==> src/rtl/voice_phase_sequencer.sv <==
// voice_phase_sequencer: per-frame voice scheduler and phase accumulator.
// Each sample tick walks all voices through a read/compute/write-back pipeline,
// presenting index, wave select and top phase bits to the wavetable stage.
// Note/control updates enter through a single-entry holding register.
module voice_phase_sequencer #(
    parameter int unsigned NUM_VOICES = 16,
    parameter int unsigned PHASE_W    = 24
) (
    input  logic               i_clk,
    input  logic               i_reset_n,
    input  logic               i_sample_tick,
    input  logic               i_upd_valid,
    output logic               o_upd_ready,
    input  logic [7:0]         i_upd_voice,
    input  logic [PHASE_W-1:0] i_upd_delta,
    input  logic [3:0]         i_upd_wave,
    input  logic               i_upd_gate,
    output logic [7:0]         o_voice_index,
    output logic [1:0]         o_pipeline_state,
    output logic [9:0]         o_phase,
    output logic [3:0]         o_wave_select,
    output logic               o_voice_active,
    output logic               o_frame_busy,
    output logic               o_frame_done,
    output logic               o_tick_overrun
);

    typedef enum logic [1:0] {
        ST_S0   = 2'd0,
        ST_S1   = 2'd1,
        ST_S2   = 2'd2,
        ST_IDLE = 2'd3
    } state_t;

    state_t state_q, state_d;
    logic [7:0] voice_q, voice_d;
    logic done_q, done_d;
    logic overrun_q, overrun_d;

    logic [PHASE_W-1:0] acc_q   [NUM_VOICES];
    logic [PHASE_W-1:0] acc_d   [NUM_VOICES];
    logic [PHASE_W-1:0] delta_q [NUM_VOICES];
    logic [PHASE_W-1:0] delta_d [NUM_VOICES];
    logic [3:0]         wave_q  [NUM_VOICES];
    logic [3:0]         wave_d  [NUM_VOICES];
    logic [NUM_VOICES-1:0] gate_q, gate_d;

    logic [7:0] out_index_q, out_index_d;
    logic [9:0] out_phase_q, out_phase_d;
    logic [3:0] out_wave_q, out_wave_d;
    logic       out_active_q, out_active_d;

    logic               pend_q, pend_d;
    logic [7:0]         pvoice_q, pvoice_d;
    logic [PHASE_W-1:0] pdelta_q, pdelta_d;
    logic [3:0]         pwave_q, pwave_d;
    logic               pgate_q, pgate_d;

    logic       load_out;
    logic [7:0] rd_voice;
    logic       apply_upd;

    assign apply_upd = pend_q && (state_q == ST_IDLE || state_q == ST_S2);

    // Frame sequencing: next state, voice counter, done/overrun pulses.
    // Output registers are loaded on the edge that enters S0, so S0 already shows the voice.
    always_comb begin
        state_d   = state_q;
        voice_d   = voice_q;
        done_d    = 1'b0;
        overrun_d = i_sample_tick && (state_q != ST_IDLE);
        load_out  = 1'b0;
        rd_voice  = voice_q;
        case (state_q)
            ST_IDLE: begin
                if (i_sample_tick) begin
                    state_d  = ST_S0;
                    voice_d  = '0;
                    load_out = 1'b1;
                    rd_voice = '0;
                end
            end
            ST_S0: state_d = ST_S1;
            ST_S1: state_d = ST_S2;
            ST_S2: begin
                if (voice_q == 8'(NUM_VOICES - 1)) begin
                    state_d = ST_IDLE;
                    done_d  = 1'b1;
                end else begin
                    state_d  = ST_S0;
                    voice_d  = voice_q + 8'd1;
                    load_out = 1'b1;
                    rd_voice = voice_q + 8'd1;
                end
            end
            default: state_d = ST_IDLE;
        endcase
    end

    // Registered wavetable outputs: capture the selected voice's state, hold otherwise.
    always_comb begin
        out_index_d  = out_index_q;
        out_phase_d  = out_phase_q;
        out_wave_d   = out_wave_q;
        out_active_d = out_active_q;
        if (load_out) begin
            out_index_d = rd_voice;
            for (int unsigned i = 0; i < NUM_VOICES; i++) begin
                if (8'(i) == rd_voice) begin
                    out_phase_d  = acc_q[i][PHASE_W-1 -: 10];
                    out_wave_d   = wave_q[i];
                    out_active_d = gate_q[i];
                end
            end
        end
    end

    // Voice state: write-back accumulation, then update merge (update wins on
    // delta/wave/gate; a retrigger overrides the accumulated value).
    always_comb begin
        acc_d   = acc_q;
        delta_d = delta_q;
        wave_d  = wave_q;
        gate_d  = gate_q;
        for (int unsigned i = 0; i < NUM_VOICES; i++) begin
            if (state_q == ST_S2 && 8'(i) == voice_q && gate_q[i]) begin
                acc_d[i] = acc_q[i] + delta_q[i];
            end
            if (apply_upd && 8'(i) == pvoice_q) begin
                delta_d[i] = pdelta_q;
                wave_d[i]  = pwave_q;
                gate_d[i]  = pgate_q;
                if (!gate_q[i] && pgate_q) begin
                    acc_d[i] = '0;
                end
            end
        end
    end

    // Update holding register: accept when empty, clear once applied.
    always_comb begin
        pend_d   = pend_q;
        pvoice_d = pvoice_q;
        pdelta_d = pdelta_q;
        pwave_d  = pwave_q;
        pgate_d  = pgate_q;
        if (apply_upd) begin
            pend_d = 1'b0;
        end
        if (i_upd_valid && !pend_q) begin
            pend_d   = 1'b1;
            pvoice_d = i_upd_voice;
            pdelta_d = i_upd_delta;
            pwave_d  = i_upd_wave;
            pgate_d  = i_upd_gate;
        end
    end

    // State registers with asynchronous clear.
    always_ff @(posedge i_clk or negedge i_reset_n) begin
        if (!i_reset_n) begin
            state_q      <= ST_IDLE;
            voice_q      <= '0;
            done_q       <= 1'b0;
            overrun_q    <= 1'b0;
            for (int unsigned i = 0; i < NUM_VOICES; i++) begin
                acc_q[i]   <= '0;
                delta_q[i] <= '0;
                wave_q[i]  <= '0;
            end
            gate_q       <= '0;
            out_index_q  <= '0;
            out_phase_q  <= '0;
            out_wave_q   <= '0;
            out_active_q <= 1'b0;
            pend_q       <= 1'b0;
            pvoice_q     <= '0;
            pdelta_q     <= '0;
            pwave_q      <= '0;
            pgate_q      <= 1'b0;
        end else begin
            state_q      <= state_d;
            voice_q      <= voice_d;
            done_q       <= done_d;
            overrun_q    <= overrun_d;
            acc_q        <= acc_d;
            delta_q      <= delta_d;
            wave_q       <= wave_d;
            gate_q       <= gate_d;
            out_index_q  <= out_index_d;
            out_phase_q  <= out_phase_d;
            out_wave_q   <= out_wave_d;
            out_active_q <= out_active_d;
            pend_q       <= pend_d;
            pvoice_q     <= pvoice_d;
            pdelta_q     <= pdelta_d;
            pwave_q      <= pwave_d;
            pgate_q      <= pgate_d;
        end
    end

    assign o_upd_ready      = !pend_q;
    assign o_voice_index    = out_index_q;
    assign o_pipeline_state = state_q;
    assign o_phase          = out_phase_q;
    assign o_wave_select    = out_wave_q;
    assign o_voice_active   = out_active_q;
    assign o_frame_busy     = (state_q != ST_IDLE);
    assign o_frame_done     = done_q;
    assign o_tick_overrun   = overrun_q;

endmodule
==> config.mk <==
export PLATFORM = sky130hd
export DESIGN_NAME = voice_phase_sequencer
export DESIGN_NICKNAME = d
export VERILOG_FILES = /design/src/rtl/voice_phase_sequencer.sv
export SDC_FILE = /design/constraint.sdc
export NUM_CORES = 2
export LEC_CHECK = 0
export ABC_CLOCK_PERIOD_IN_PS = 4740
export CELL_PAD_IN_SITES_DETAIL_PLACEMENT = 1
export CELL_PAD_IN_SITES_GLOBAL_PLACEMENT = 2
export CORE_ASPECT_RATIO = 1.5
export CORE_MARGIN = 1.5
export CORE_UTILIZATION = 42
export DETAILED_ROUTE_END_ITERATION = 10
export PLACE_DENSITY = 0.87
export REMOVE_ABC_BUFFERS = 1
export SLEW_MARGIN = 20
export SYNTH_ARGS = -nofsm -noshare
export SYNTH_HDL_FRONTEND = slang
export SYNTH_SLANG_ARGS = --single-unit
==> constraint.sdc <==
create_clock -name i_clk -period 4.74 [get_ports i_clk]
set_input_delay 1.185 -clock i_clk [delete_from_list [all_inputs] [get_ports i_clk]]
set_output_delay 1.185 -clock i_clk [all_outputs]
set_load 0.02 [all_outputs]
==> Implementation_results.wiki <==
{| class="wikitable"
! Metric !! Value
|-
| Area enclosed by the die boundary || 130000 um^2
|-
| Cells after Synth || 5493
|-
| Core box area || 127000 um^2
|-
| Worst VDD drop || 0.295 mV
|-
| Least-Margin Pin Slew || 1.09 ns
|-
| Number of hold-slack violations in the final timing report || 0
|-
| CTS tree || done
|-
| Slew Limit Fails || 0
|-
| Quantity of gates resized following cts || 0
|-
| Arrival time of the worst setup path || around 4.7 ns
|-
| Largest net degree at the start of global routing || 119
|-
| Final setup violation count || 0
|-
| Net Switching || 5.03 mW
|-
| Average footprint of a synthesized cell || 9.79 um^2
|-
| Maximum buffer depth of the clock tree || 3
|-
| Floorplan die height || 441 um
|-
| Total number of clock tree sinks || between 900 and 1000
|-
| Source-to-sink clock delay at the later pin of the worst-skew pair || roughly 0.73 ns
|-
| CP max FO || 4
|-
| Number of global-route vias before repair || 46300
|-
| Category of the worst setup path launch point || register
|-
| Min-delay worst type || in -> async
|-
| Nature of the critical path endpoint || register
|-
| Endpoint required time on the critical path || 5.36 ns
|-
| Count of flip-flops with a built-in enable after synthesis || 0
|-
| Synthesis-stage register bit count || 921
|-
| Share of total power consumed by net switching || 27.0%
|-
| Total iterations of the first detailed-routing run || 5
|-
| Clock network fraction of design power || 44.1%
|-
| Share of the clock period used by the worst path after layout || between 80% and 90%
|-
| Vias per inst || 5.87
|-
| Worst clock skew || 0.0406 ns
|-
| Reported leakage power || about 29 nW
|-
| Worst relative slew slack || 27.5%
|-
| Maximum Capacitance Violations || 0
|-
| Area taken by flip-flops and latches || 23100 um^2
|-
| Wire length of the first global-routing pass || ~280 mm
|-
| Cell area after synthesis || 53800 um^2
|-
| TNS Setup || 0 ns
|-
| Drt total wl || roughly 180 mm
|-
| IO Count || 70
|-
| Post-synthesis async set-or-reset flop share || 100%
|-
| Max Clock Freq || 245 MHz
|-
| Routability congestion estimate || 0.959
|-
| Hold-fix buffers at CTS || 0
|-
| Multi-input gate area in the final layout || 29500 um^2
|-
| Number of antenna violations at the first check in global routing || 11
|-
| Number of warnings issued by yosys || 0
|-
| Internal portion of total power || roughly 14 mW
|-
| Number of remaining DRC errors || 0
|-
| Main synth FF type || sky130_fd_sc_hd__dfrtp_1
|-
| RSZ-0062 raised after global routing || false
|-
| Vias || 43100
|-
| Antenna Nets Post-Route || 0
|-
| Status || complete, no violations
|-
| Synth cell types || 88
|-
| Setup fix buffers added after clock tree synthesis || 0
|-
| Most frequent cells in the layout || sky130_fd_sc_hd__dfrtp_1 (915), sky130_fd_sc_hd__nand2_1 (801), sky130_fd_sc_hd__a21oi_1 (611)
|-
| Root buffer selected by CTS || sky130_fd_sc_hd__clkbuf_16
|-
| GRT Residual Overflow || 0
|-
| Place WS || 0.184 ns
|-
| Most common cell after layout, fill and taps aside || sky130_fd_sc_hd__dfrtp_1
|-
| Number of port buffers || 69
|-
| DP HPWL || 129 mm
|-
| H-Tree Level Count || 3
|-
| Area growth, synth to finish || 12.4%
|-
| Number of design-rule violations left by the first detailed-router iteration || roughly 2100
|-
| DIE WIDTH || just under 300 um
|-
| Effective utilization at floorplan || a little over two fifths
|-
| Filler cell count in the final layout || 14300
|-
| TritonCTS Buffers || 96
|-
| Power per cell area || slightly above 300 nW/um^2
|-
| Min setup slack post-route || 0.653 ns
|-
| CTS clock-pin slew for the worst setup and hold paths || 0.06 ns
|-
| Crit path time final || 4.09 ns
|-
| Sequential cell fraction of total power || 46.8%
|-
| Final Net Count || roughly 6000
|-
| Overall Global Routing Usage || between 20 and 30%
|-
| Path type of the worst setup path || reg -> reg
|-
| Fraction of final layout cells with drive strength greater than 1 || 16.1%
|-
| Number of core rows || 160
|-
| Share of synthesized area occupied by flip-flops and latches || 42.9%
|-
| Combinational share of power || 9.1%
|-
| Detailed-route wire length per cell || between 20 and 25 um
|}
[cell families (layout without fill, tap and decap cells)]
logic type	Yosys count	in the layout	share of synthesized area, %
fa+ha+maj	388	388	9.25
buf+inv	340	477	2.49
flops	921	921	42.9
other cells	0	6	0
compound gates	1465	1465	16.8
simple gates	1563	1563	12.9
mux	520	520	10.9
xor+xnor	296	296	4.82
[per-layer routing]
layer | vias up | GRT usage (%) | routed length [um]
li1 | 19900 | - | -
met1 | 22200 | 32.1 | 71900
met2 | 678 | 50.9 | 93000
met3 | 317 | 2.87 | 5070
met4 | 0 | 14.6 | 10200
met5 | - | 0 | 0
[layout make-up]
cell class	count	area share, %
Antenna cell	6	0.0248
Clock buffer	129	4.65
Clock inverter	47	0.942
Inverter	78	0.484
Multi-Input combinational cell	4232	48.8
Sequential cell	921	38.1
Tap cell	1701	3.52
Timing Repair Buffer	223	3.42
[flip-flops by register name (all words and copies together) (netlist names)]
signal	flops
pwave_q	4
pgate_q	1
wave_q	64
o_voice_active	1
o_tick_overrun	1
o_pipeline_state	2
gate_q	16
o_voice_index	8
pdelta_q	24
voice_q	8
o_frame_done	1
delta_q	384
pend_q	1
o_wave_select	4
pvoice_q	8
o_phase	10
acc_q	384
[path summary, 6_finish.rpt]
kind	from	to	slack, ns	cells past startpoint
setup reg to reg	acc_q[24]	acc_q[46]	0.65	12
setup / recovery	acc_q[24]	acc_q[46]	0.65	12
min in group i_clk	pvoice_q[4]	pvoice_q[4]	0.50	1
max in group asynchronous	i_reset_n	delta_q[115]	3.08	2
hold / removal	i_reset_n	acc_q[338]	0.45	1
hold reg to reg	pvoice_q[4]	pvoice_q[4]	0.50	1
[cells in the mapped netlist, drive strengths merged, types with 8 or more instances]
cell type / instances / area share [%]
nand2b: 31 / 0.36
a41oi: 20 / 0.33
buf: 57 / 0.52
xnor2: 218 / 3.6
nor4b: 9 / 0.16
or3: 43 / 0.50
and2: 13 / 0.15
a21oi: 613 / 5.7
and4: 8 / 0.13
nor3: 80 / 0.74
xor2: 78 / 1.3
nand4: 25 / 0.30
ha: 372 / 8.7
dfrtp: 919 / 43
and3: 59 / 0.69
nor4: 20 / 0.30
nor2: 332 / 2.3
o211ai: 26 / 0.36
o21a: 51 / 0.71
a22o: 10 / 0.16
a31oi: 51 / 0.59
inv: 78 / 0.54
nor2b: 12 / 0.14
nor3b: 12 / 0.17
a211oi: 79 / 1.1
a22oi: 16 / 0.23
o311ai: 9 / 0.18
nand3: 83 / 0.78
o31ai: 39 / 0.54
a21o: 106 / 1.5
a221oi: 10 / 0.16
o21ai: 235 / 2.2
mux2i: 15 / 0.28
o21bai: 51 / 0.71
a2111oi: 27 / 0.44
nand3b: 12 / 0.19
nand2: 802 / 5.6
mux2: 504 / 11
o22ai: 33 / 0.38
o41ai: 9 / 0.15
a31o: 16 / 0.26
fa: 16 / 0.60
clkbuf: 205 / 1.4
[power groups by stage]
stage	Clock, mW	Combinational (mW)	Sequential, mW
floorplan	0	0.874	8.60
global placement	0	1.66	8.85
detailed placement	0	1.71	8.87
CTS	8.40	1.72	8.73
global route	8.68	1.84	8.76
finish	8.23	1.70	8.73
[worst max-delay path, stage by stage, from the launching register on]
cell,delay (ns)
sky130_fd_sc_hd__dfrtp_1,0.38
sky130_fd_sc_hd__ha_1,0.23
sky130_fd_sc_hd__fa_1,0.41
sky130_fd_sc_hd__a21o_1,0.18
sky130_fd_sc_hd__a21o_1,0.21
sky130_fd_sc_hd__a2111oi_0,0.64
sky130_fd_sc_hd__o31ai_1,0.28
sky130_fd_sc_hd__o311ai_0,0.47
sky130_fd_sc_hd__a31oi_1,0.21
sky130_fd_sc_hd__a211oi_1,0.42
sky130_fd_sc_hd__a21oi_1,0.15
sky130_fd_sc_hd__xnor2_1,0.16
sky130_fd_sc_hd__a211oi_1,0.26
[stage by stage]
step | total power [mW] | hold slack [ns] | utilization [%] | instance area [um^2] | instances
final | 18.7 | 0.449 | 47.6 | 60400 | 7337
after global routing | 19.3 | 0.475 | 47.6 | 60400 | 7333
after CTS | 18.8 | 0.441 | 47.6 | 60400 | 7330
after detailed placement | 10.6 | 0.489 | 44.9 | 57000 | 7154
after global placement | 10.5 | 0.485 | 44.9 | 57000 | 7154
after floorplan | 9.47 | 0.468 | - | 52700 | 5231
(Power assumes the default switching activity.)
